===== src/rtl/occupancy_pkg.sv =====
// Shared types and constant helpers for the classroom occupancy controller.
package occupancy_pkg;

    typedef enum logic [1:0] {
        OFF   = 2'd0,
        COUNT = 2'd1,
        FULL  = 2'd2
    } state_t;

    typedef logic [3:0] bcd_digit_t;

    typedef struct packed {
        bcd_digit_t tens;
        bcd_digit_t ones;
    } bcd_pair_t;

    // Repeated subtraction keeps this a pure constant helper; only called on parameters.
    function automatic bcd_pair_t to_bcd(input int value);
        bcd_pair_t r;
        int        rem;
        rem    = value;
        r.tens = '0;
        for (int i = 0; i < 9; i++) begin
            if (rem >= 10) begin
                rem    = rem - 10;
                r.tens = r.tens + 4'd1;
            end
        end
        r.ones = rem[3:0];
        return r;
    endfunction

endpackage


===== src/rtl/occupancy_ctrl_if.sv =====
// Board-side signal bundle: raw switch/buttons in, BCD digits and LEDs out.
interface occupancy_ctrl_if;
    import occupancy_pkg::*;

    logic       sw_enable;
    logic       inc_btn;
    logic       dec_btn;
    bcd_digit_t bcd_ones;
    bcd_digit_t bcd_tens;
    logic       display_on;
    logic       led_warn;
    logic       led_full;
    logic       rejected;

    modport master (
        output sw_enable, inc_btn, dec_btn,
        input  bcd_ones, bcd_tens, display_on, led_warn, led_full, rejected
    );

    modport slave (
        input  sw_enable, inc_btn, dec_btn,
        output bcd_ones, bcd_tens, display_on, led_warn, led_full, rejected
    );

endinterface


===== src/rtl/btn_debounce.sv =====
// Two-flop synchroniser, stable-count debouncer and one-cycle rising-edge pulse
// for a raw asynchronous pushbutton.
module btn_debounce #(
    parameter int DEBOUNCE_CYCLES = 500000
) (
    input  logic clock,
    input  logic reset,
    input  logic btn_i,
    output logic req_o
);

    localparam int CNT_W = $clog2(DEBOUNCE_CYCLES);

    logic             meta_q;
    logic             sync_q;
    logic             level_q, level_d;
    logic             prev_q;
    logic [CNT_W-1:0] cnt_q, cnt_d;

    // A mismatch must persist for DEBOUNCE_CYCLES cycles; any return to the old level restarts.
    always_comb begin
        level_d = level_q;
        cnt_d   = '0;
        if (sync_q != level_q) begin
            if (cnt_q == CNT_W'(DEBOUNCE_CYCLES - 1)) begin
                level_d = sync_q;
            end else begin
                cnt_d = cnt_q + 1'b1;
            end
        end
    end

    always_ff @(posedge clock) begin
        if (reset) begin
            meta_q  <= 1'b0;
            sync_q  <= 1'b0;
            level_q <= 1'b0;
            prev_q  <= 1'b0;
            cnt_q   <= '0;
        end else begin
            meta_q  <= btn_i;
            sync_q  <= meta_q;
            level_q <= level_d;
            prev_q  <= level_q;
            cnt_q   <= cnt_d;
        end
    end

    assign req_o = level_q & ~prev_q;

endmodule


===== src/rtl/occupancy_ctrl.sv =====
// Occupancy sequencer: arbitrates debounced enter/exit requests onto a BCD counter
// and drives the digit/LED outputs. Define OCC_BLINK_EN to blink led_full while full.
module occupancy_ctrl
    import occupancy_pkg::*;
#(
    parameter int CAPACITY        = 20,
    parameter int WARN_LEVEL      = 10,
    parameter int DEBOUNCE_CYCLES = 500000,
    parameter int BLINK_HALF      = 12500000
) (
    input  logic             clock,
    input  logic             reset,
    occupancy_ctrl_if.slave  bus
);

    localparam bcd_pair_t CAP_BCD  = to_bcd(CAPACITY);
    localparam bcd_pair_t WARN_BCD = to_bcd(WARN_LEVEL);

    if (CAPACITY < 1 || CAPACITY > 99) begin : g_bad_capacity
        $error("CAPACITY must be within 1..99");
    end
    if (WARN_LEVEL >= CAPACITY) begin : g_bad_warn
        $error("WARN_LEVEL must be below CAPACITY");
    end
    if (BLINK_HALF < 1) begin : g_bad_blink
        $error("BLINK_HALF must be at least 1");
    end

    function automatic bcd_pair_t bcd_inc(input bcd_pair_t v);
        bcd_pair_t r;
        r = v;
        if (v.ones == 4'd9) begin
            r.ones = '0;
            r.tens = v.tens + 4'd1;
        end else begin
            r.ones = v.ones + 4'd1;
        end
        return r;
    endfunction

    function automatic bcd_pair_t bcd_dec(input bcd_pair_t v);
        bcd_pair_t r;
        r = v;
        if (v.ones == 4'd0) begin
            r.ones = 4'd9;
            r.tens = v.tens - 4'd1;
        end else begin
            r.ones = v.ones - 4'd1;
        end
        return r;
    endfunction

    logic      sw_meta_q, sw_sync_q;
    logic      inc_req, dec_req;
    state_t    state_q, state_d;
    bcd_pair_t occ_q, occ_d;
    logic      rejected_q, rejected_d;
    logic      display_on;
    logic      full_phase;

    btn_debounce #(.DEBOUNCE_CYCLES(DEBOUNCE_CYCLES)) u_inc_db (
        .clock (clock),
        .reset (reset),
        .btn_i (bus.inc_btn),
        .req_o (inc_req)
    );

    btn_debounce #(.DEBOUNCE_CYCLES(DEBOUNCE_CYCLES)) u_dec_db (
        .clock (clock),
        .reset (reset),
        .btn_i (bus.dec_btn),
        .req_o (dec_req)
    );

    // Switch-off wins over any request; simultaneous inc/dec cancel without a reject.
    always_comb begin
        state_d    = state_q;
        occ_d      = occ_q;
        rejected_d = 1'b0;
        unique case (state_q)
            OFF: begin
                occ_d = '0;
                if (sw_sync_q) begin
                    state_d = COUNT;
                end
            end
            COUNT: begin
                if (!sw_sync_q) begin
                    state_d = OFF;
                    occ_d   = '0;
                end else if (inc_req && !dec_req) begin
                    occ_d = bcd_inc(occ_q);
                    if (occ_d == CAP_BCD) begin
                        state_d = FULL;
                    end
                end else if (dec_req && !inc_req) begin
                    if (occ_q != '0) begin
                        occ_d = bcd_dec(occ_q);
                    end else begin
                        rejected_d = 1'b1;
                    end
                end
            end
            FULL: begin
                if (!sw_sync_q) begin
                    state_d = OFF;
                    occ_d   = '0;
                end else if (inc_req && !dec_req) begin
                    rejected_d = 1'b1;
                end else if (dec_req && !inc_req) begin
                    occ_d   = bcd_dec(occ_q);
                    state_d = COUNT;
                end
            end
            default: begin
                state_d = OFF;
                occ_d   = '0;
            end
        endcase
    end

    always_ff @(posedge clock) begin
        if (reset) begin
            sw_meta_q  <= 1'b0;
            sw_sync_q  <= 1'b0;
            state_q    <= OFF;
            occ_q      <= '0;
            rejected_q <= 1'b0;
        end else begin
            sw_meta_q  <= bus.sw_enable;
            sw_sync_q  <= sw_meta_q;
            state_q    <= state_d;
            occ_q      <= occ_d;
            rejected_q <= rejected_d;
        end
    end

`ifdef OCC_BLINK_EN
    localparam int BLINK_W = $clog2(BLINK_HALF + 1);

    logic [BLINK_W-1:0] blink_cnt_q, blink_cnt_d;
    logic               blink_q, blink_d;

    // Phase restarts at 1 on the edge that enters FULL and is parked at 0 elsewhere.
    always_comb begin
        blink_cnt_d = '0;
        blink_d     = 1'b0;
        if (state_d == FULL) begin
            if (state_q != FULL) begin
                blink_d = 1'b1;
            end else if (blink_cnt_q == BLINK_W'(BLINK_HALF - 1)) begin
                blink_d = ~blink_q;
            end else begin
                blink_cnt_d = blink_cnt_q + 1'b1;
                blink_d     = blink_q;
            end
        end
    end

    always_ff @(posedge clock) begin
        if (reset) begin
            blink_cnt_q <= '0;
            blink_q     <= 1'b0;
        end else begin
            blink_cnt_q <= blink_cnt_d;
            blink_q     <= blink_d;
        end
    end

    assign full_phase = blink_q;
`else
    assign full_phase = 1'b1;
`endif

    assign display_on     = (state_q != OFF);
    assign bus.display_on = display_on;
    assign bus.bcd_ones   = occ_q.ones;
    assign bus.bcd_tens   = occ_q.tens;
    assign bus.led_warn   = display_on && ({occ_q.tens, occ_q.ones} >= {WARN_BCD.tens, WARN_BCD.ones});
    assign bus.led_full   = display_on && (state_q == FULL) && full_phase;
    assign bus.rejected   = rejected_q;

endmodule

===== src/flat_wrapper.sv =====
// flat-port wrapper written by rule: the top's interface ports become plain ports
module occupancy_ctrl_flat import occupancy_pkg::*;
#(
    parameter int CAPACITY        = 20,
    parameter int WARN_LEVEL      = 10,
    parameter int DEBOUNCE_CYCLES = 500000,
    parameter int BLINK_HALF      = 12500000
)
  (clock, reset, bus_sw_enable, bus_inc_btn, bus_dec_btn, bus_bcd_ones, bus_bcd_tens, bus_display_on, bus_led_warn, bus_led_full, bus_rejected);
  occupancy_ctrl_if bus_i ();
  input  logic clock;
  input  logic reset;
  input wire logic [$bits(bus_i.sw_enable)-1:0] bus_sw_enable;
  input wire logic [$bits(bus_i.inc_btn)-1:0] bus_inc_btn;
  input wire logic [$bits(bus_i.dec_btn)-1:0] bus_dec_btn;
  output wire logic [$bits(bus_i.bcd_ones)-1:0] bus_bcd_ones;
  output wire logic [$bits(bus_i.bcd_tens)-1:0] bus_bcd_tens;
  output wire logic [$bits(bus_i.display_on)-1:0] bus_display_on;
  output wire logic [$bits(bus_i.led_warn)-1:0] bus_led_warn;
  output wire logic [$bits(bus_i.led_full)-1:0] bus_led_full;
  output wire logic [$bits(bus_i.rejected)-1:0] bus_rejected;
  assign bus_i.sw_enable = bus_sw_enable;
  assign bus_i.inc_btn = bus_inc_btn;
  assign bus_i.dec_btn = bus_dec_btn;
  assign bus_bcd_ones = bus_i.bcd_ones;
  assign bus_bcd_tens = bus_i.bcd_tens;
  assign bus_display_on = bus_i.display_on;
  assign bus_led_warn = bus_i.led_warn;
  assign bus_led_full = bus_i.led_full;
  assign bus_rejected = bus_i.rejected;
  occupancy_ctrl #(.CAPACITY(CAPACITY), .WARN_LEVEL(WARN_LEVEL), .DEBOUNCE_CYCLES(DEBOUNCE_CYCLES), .BLINK_HALF(BLINK_HALF)) u_core (.clock(clock), .reset(reset), .bus(bus_i));
endmodule

===== config.mk =====
export PLATFORM = sky130hd
export DESIGN_NAME = occupancy_ctrl_flat
export DESIGN_NICKNAME = d
export VERILOG_FILES = /design/src/rtl/occupancy_pkg.sv /design/src/rtl/occupancy_ctrl_if.sv /design/src/rtl/btn_debounce.sv /design/src/rtl/occupancy_ctrl.sv /design/src/flat_wrapper.sv
export SDC_FILE = /design/constraint.sdc
export NUM_CORES = 1
export LEC_CHECK = 0
export CAP_MARGIN = 20
export CORE_ASPECT_RATIO = 0.5
export CORE_MARGIN = 5
export CORE_UTILIZATION = 48
export CTS_CLUSTER_SIZE = 30
export DETAILED_ROUTE_END_ITERATION = 10
export GPL_TIMING_DRIVEN = 0
export HOLD_SLACK_MARGIN = 0.06
export PLACE_DENSITY_LB_ADDON = 0.3
export SKIP_LAST_GASP = 1
export SLEW_MARGIN = 20
export SYNTH_ARGS = -nofsm -noshare
export SYNTH_HDL_FRONTEND = slang
export SYNTH_SLANG_ARGS = --single-unit

===== constraint.sdc =====
create_clock -name clock -period 1.9 [get_ports clock]
set_input_delay 0.19 -clock clock [delete_from_list [all_inputs] [get_ports clock]]
set_output_delay 0.19 -clock clock [all_outputs]
set_load 0.05 [all_outputs]

==> results by group, run 1 <==
Run status
  – Run status: finished with violations
  – Violated checks: negative setup slack

Power and ir drop
  – Pwr Density: 845 nW/µm²
  – Comb power frac: ~8%
  – Pint: approximately 2600 µW
  – Net Switching: between 700 and 800 µW
  – Clock power share: approximately 55%
  – Leakage power: 0.00142 µW
  – Switching Fraction: approximately 22%
  – Worst vdd ir: about 0.43 mV
  – Sequential Power Share: 37.1%

Critical path
  – CP top delay family: simple AND/OR/NAND/NOR gates
  – Crit end category: register
  – R2R depth: 5
  – CP cell instances: nand2b_1, nand2_1, a222oi_1, o211ai_1, mux2_2
  – Worst setup path class: register to register
  – Largest fanout on the critical path: 6
  – CP Launch Type: register
  – Crit path arrival time: around 2.2 ns
  – CP Data Required Time: 2.11 ns
  – Crit-path slowest cell: a222oi_1
  – CP max stage delay: 0.37 ns
  – Crit path buf inv count: 0
  – CP Depth: 5

Route
  – Total wire length: roughly 7.3 mm
  – Vias: between 2000 and 3000
  – First DRT Iteration DRCs: approximately 180
  – Wire length per cell: between 10 and 15 µm
  – Post-route ant nets: 0
  – DR vias/cell: about 5.5
  – DR pass1 iterations: 4
  – # DRC: 0

CTS
  – CTS Root Cell: clkbuf_16
  – CTS tree: built
  – Clock slew at reported path FFs: ~0.05 ns
  – CTS Buffer Depth: 2
  – Hold_buf cts: 0
  – Clk sinks: 59
  – Clk_lat worst skew: approximately 0.32 ns
  – CTS Buf Count: 9
  – # H-tree levels: 3

Global routing
  – Vias in the first global route: between 2000 and 3000
  – Global-route wire length before repair: 12.4 mm
  – Total grt overflow: 0
  – Initial antenna violation count: 0
  – Pin count of the biggest net entering global routing: 13
  – Total global routing track utilization: between 10% and 20%

STA
  – Clock Skew: between 0.005 and 0.006 ns
  – Tightest Pin Transition: between 0.6 and 0.7 ns
  – Max-slew headroom: 59.1%
  – Final setup margin: -0.0622 ns
  – Period utilization: 103%
  – Final hold viol count: 0
  – Final setup violation count: 7
  – RSZ-0062 raised after global routing: true
  – Tmin final: roughly 2.0 ns
  – Final slew viol count: 0
  – Fmax: just over 0.5 GHz
  – Hold slack final: 0.386 ns

Floorplan
  – Core ar.: ~6000 µm²
  – I/O pin count: 17
  – Die Span X: around 120 µm
  – Initial core utilization: 50.3%
  – Row cnt: 20
  – Die ar.: slightly above 8000 µm²
  – Height of the die: 66.8 µm

Min path
  – Hold/Removal Path Class: input port to register
  – Worst hold path stage count: 3

Synth
  – Number of flops mapped to enable cells by yosys: 0
  – Seq cells post-synth: 59
  – Syn Area/Cell: roughly 8.7 µm²
  – Synth unique cells: 55
  – Post-synth top area share: 38.1%
  – Mapped cell area: a little over 3000 µm²
  – Mapped Nets: between 300 and 400
  – Register area share after synthesis: a little under two fifths
  – Warning count from the yosys run: 0
  – Leading area contributor after synthesis: dfxtp_1
  – Top-count cell post-synth: dfxtp_1
  – FFs w/ async S/R, synth: 0%
  – Top FF cell, synth: dfxtp_1
  – Synth area leaders: dfxtp_1, xnor2_1, nor2_1
  – Commonest cells post-synth: dfxtp_1, nor2_1, nand2_1, xnor2_1, xor2_1
  – Mapped Cells: approximately 360

Placed design
  – Final GP Congestion: around 0.99
  – IO Port Bufs: 15
  – Detail Placement HPWL: 4.64 mm
  – Dpl ws: -0.527 ns
  – Placed cells: 460

Layout
  – Nets: slightly above 400
  – N_diodes: 0
  – Share of cells above drive strength 1: between 20% and 30%
  – P&R area growth vs syn: 29.8%
  – Layout Cells excl Fill: slightly below 500

Flow run
  – Number of max-cap violations: 0
## what timing repair did
| item | 4_1_cts | 5_1_grt |
|---|---|---|
| pin swaps | 6 | 10 |
| setup buffers | 10 | 6 |
| resized for setup | 25 | 24 |
| setup endpoints to repair | 16 | 41 |
| endpoints found under the hold margin | 0 | 0 |
## worst paths after layout
| check | slack (ns) | startpoint | to |
|---|---|---|---|
| setup / recovery | -0.06 | u_core.u_inc_db.prev_q | u_core.state_q[0] |
| hold / removal | 0.39 | reset | u_core.state_q[1] |
| setup reg to reg | -0.06 | u_core.u_inc_db.prev_q | u_core.state_q[0] |
| hold reg to reg | 0.45 | u_core.u_dec_db.meta_q | u_core.u_dec_db.sync_q |
## kinds of logic (layout without fill, tap and decap cells)
family	after synthesis	in the layout	synth area share (%)
compound gates	43	43	10.2
xor+xnor	42	42	11.9
fa+ha+maj	14	14	5.65
buf+inv	31	75	4.72
flops	59	59	38.1
mux	4	4	1.37
simple gates	164	164	28.1
## area by class of cell
cell class                 instances  area [µm²]
fill                             485        2130
multi-input combinational        267        1950
sequential                        59        1200
timing repair buffer              30         264
clock buffer                       9         225
clock inverter                     7         124
tap                               88         110
inverter                          18        77.6
buffer                            11        72.6
## worst reg2reg max path, stage by stage, from the launching register on
cell	delay, ns
dfxtp_1	0.33
nand2b_1	0.35
nand2_1	0.29
a222oi_1	0.37
o211ai_1	0.20
mux2_2	0.31
## stage by stage
step / power (µW) / setup TNS (ns) / util, % / cell area [µm²]
after floorplan: 1460 / -0.0891 / - / 3150
after global placement: 1520 / -1.50 / 55.4 / 3410
after detailed placement: 1520 / -1.32 / 55.4 / 3410
after CTS: 3400 / -0.124 / 63.7 / 3920
after global routing: 3500 / -1.37 / 65.3 / 4020
final: 3400 / -0.284 / 65.3 / 4020
## sequential cells by signal, summed over array words and instances, names as in the netlist
signal,cells
u_core.bus.bcd_ones,4
u_core.bus.bcd_tens,4
u_core.bus.rejected,1
u_core.state_q,2
u_core.sw_meta_q,1
u_core.sw_sync_q,1
u_core.u_dec_db.cnt_q,19
u_core.u_dec_db.level_q,1
u_core.u_dec_db.meta_q,1
u_core.u_dec_db.prev_q,1
u_core.u_dec_db.sync_q,1
u_core.u_inc_db.cnt_q,19
u_core.u_inc_db.level_q,1
u_core.u_inc_db.meta_q,1
u_core.u_inc_db.prev_q,1
u_core.u_inc_db.sync_q,1
## per-layer routing
layer	vias up	track usage, %	share of wire, %
li1	1322	-	-
met1	1274	22.9	43
met2	81	33.0	50
met3	9	5.00	5.5
met4	0	7.31	1.2
met5	-	0	0
## cells in the final DEF, fill, tap and decap left out, types with 3 or more instances in the layout
master,instances
dfxtp_1,52
nor2_1,51
nand2_1,21
xnor2_1,21
xor2_1,20
buf_4,18
nand3_1,18
inv_1,14
clkdlybuf4s50_1,11
ha_1,10
nor3_1,9
nor2b_1,9
clkbuf_16,9
nand2b_1,7
and3_1,7
nand4_1,7
a31oi_1,7
a21oi_1,5
buf_6,4
clkbuf_1,4
nor4_1,4
o32ai_1,4
o21ai_0,4
dfxtp_4,4
inv_6,3
o211ai_1,3
bufinv_16,3
dfxtp_2,3
## power groups by stage
stage               clock network, µW  logic (µW)  registers, µW
floorplan                           0         170           1290
global placement                    0         237           1290
detailed placement                  0         237           1290
CTS                              1890         251           1260
global route                     1960         282           1260
finish                           1870         266           1260
No activity file was read; power rests on OpenSTA's default activity.
==> inputs of run 2 (changes only) <==
- SLEW_MARGIN: 20 -> 10
==> results of run 2 <==
Same layout as run 1: the final DEF is identical, and so are final timing and power.
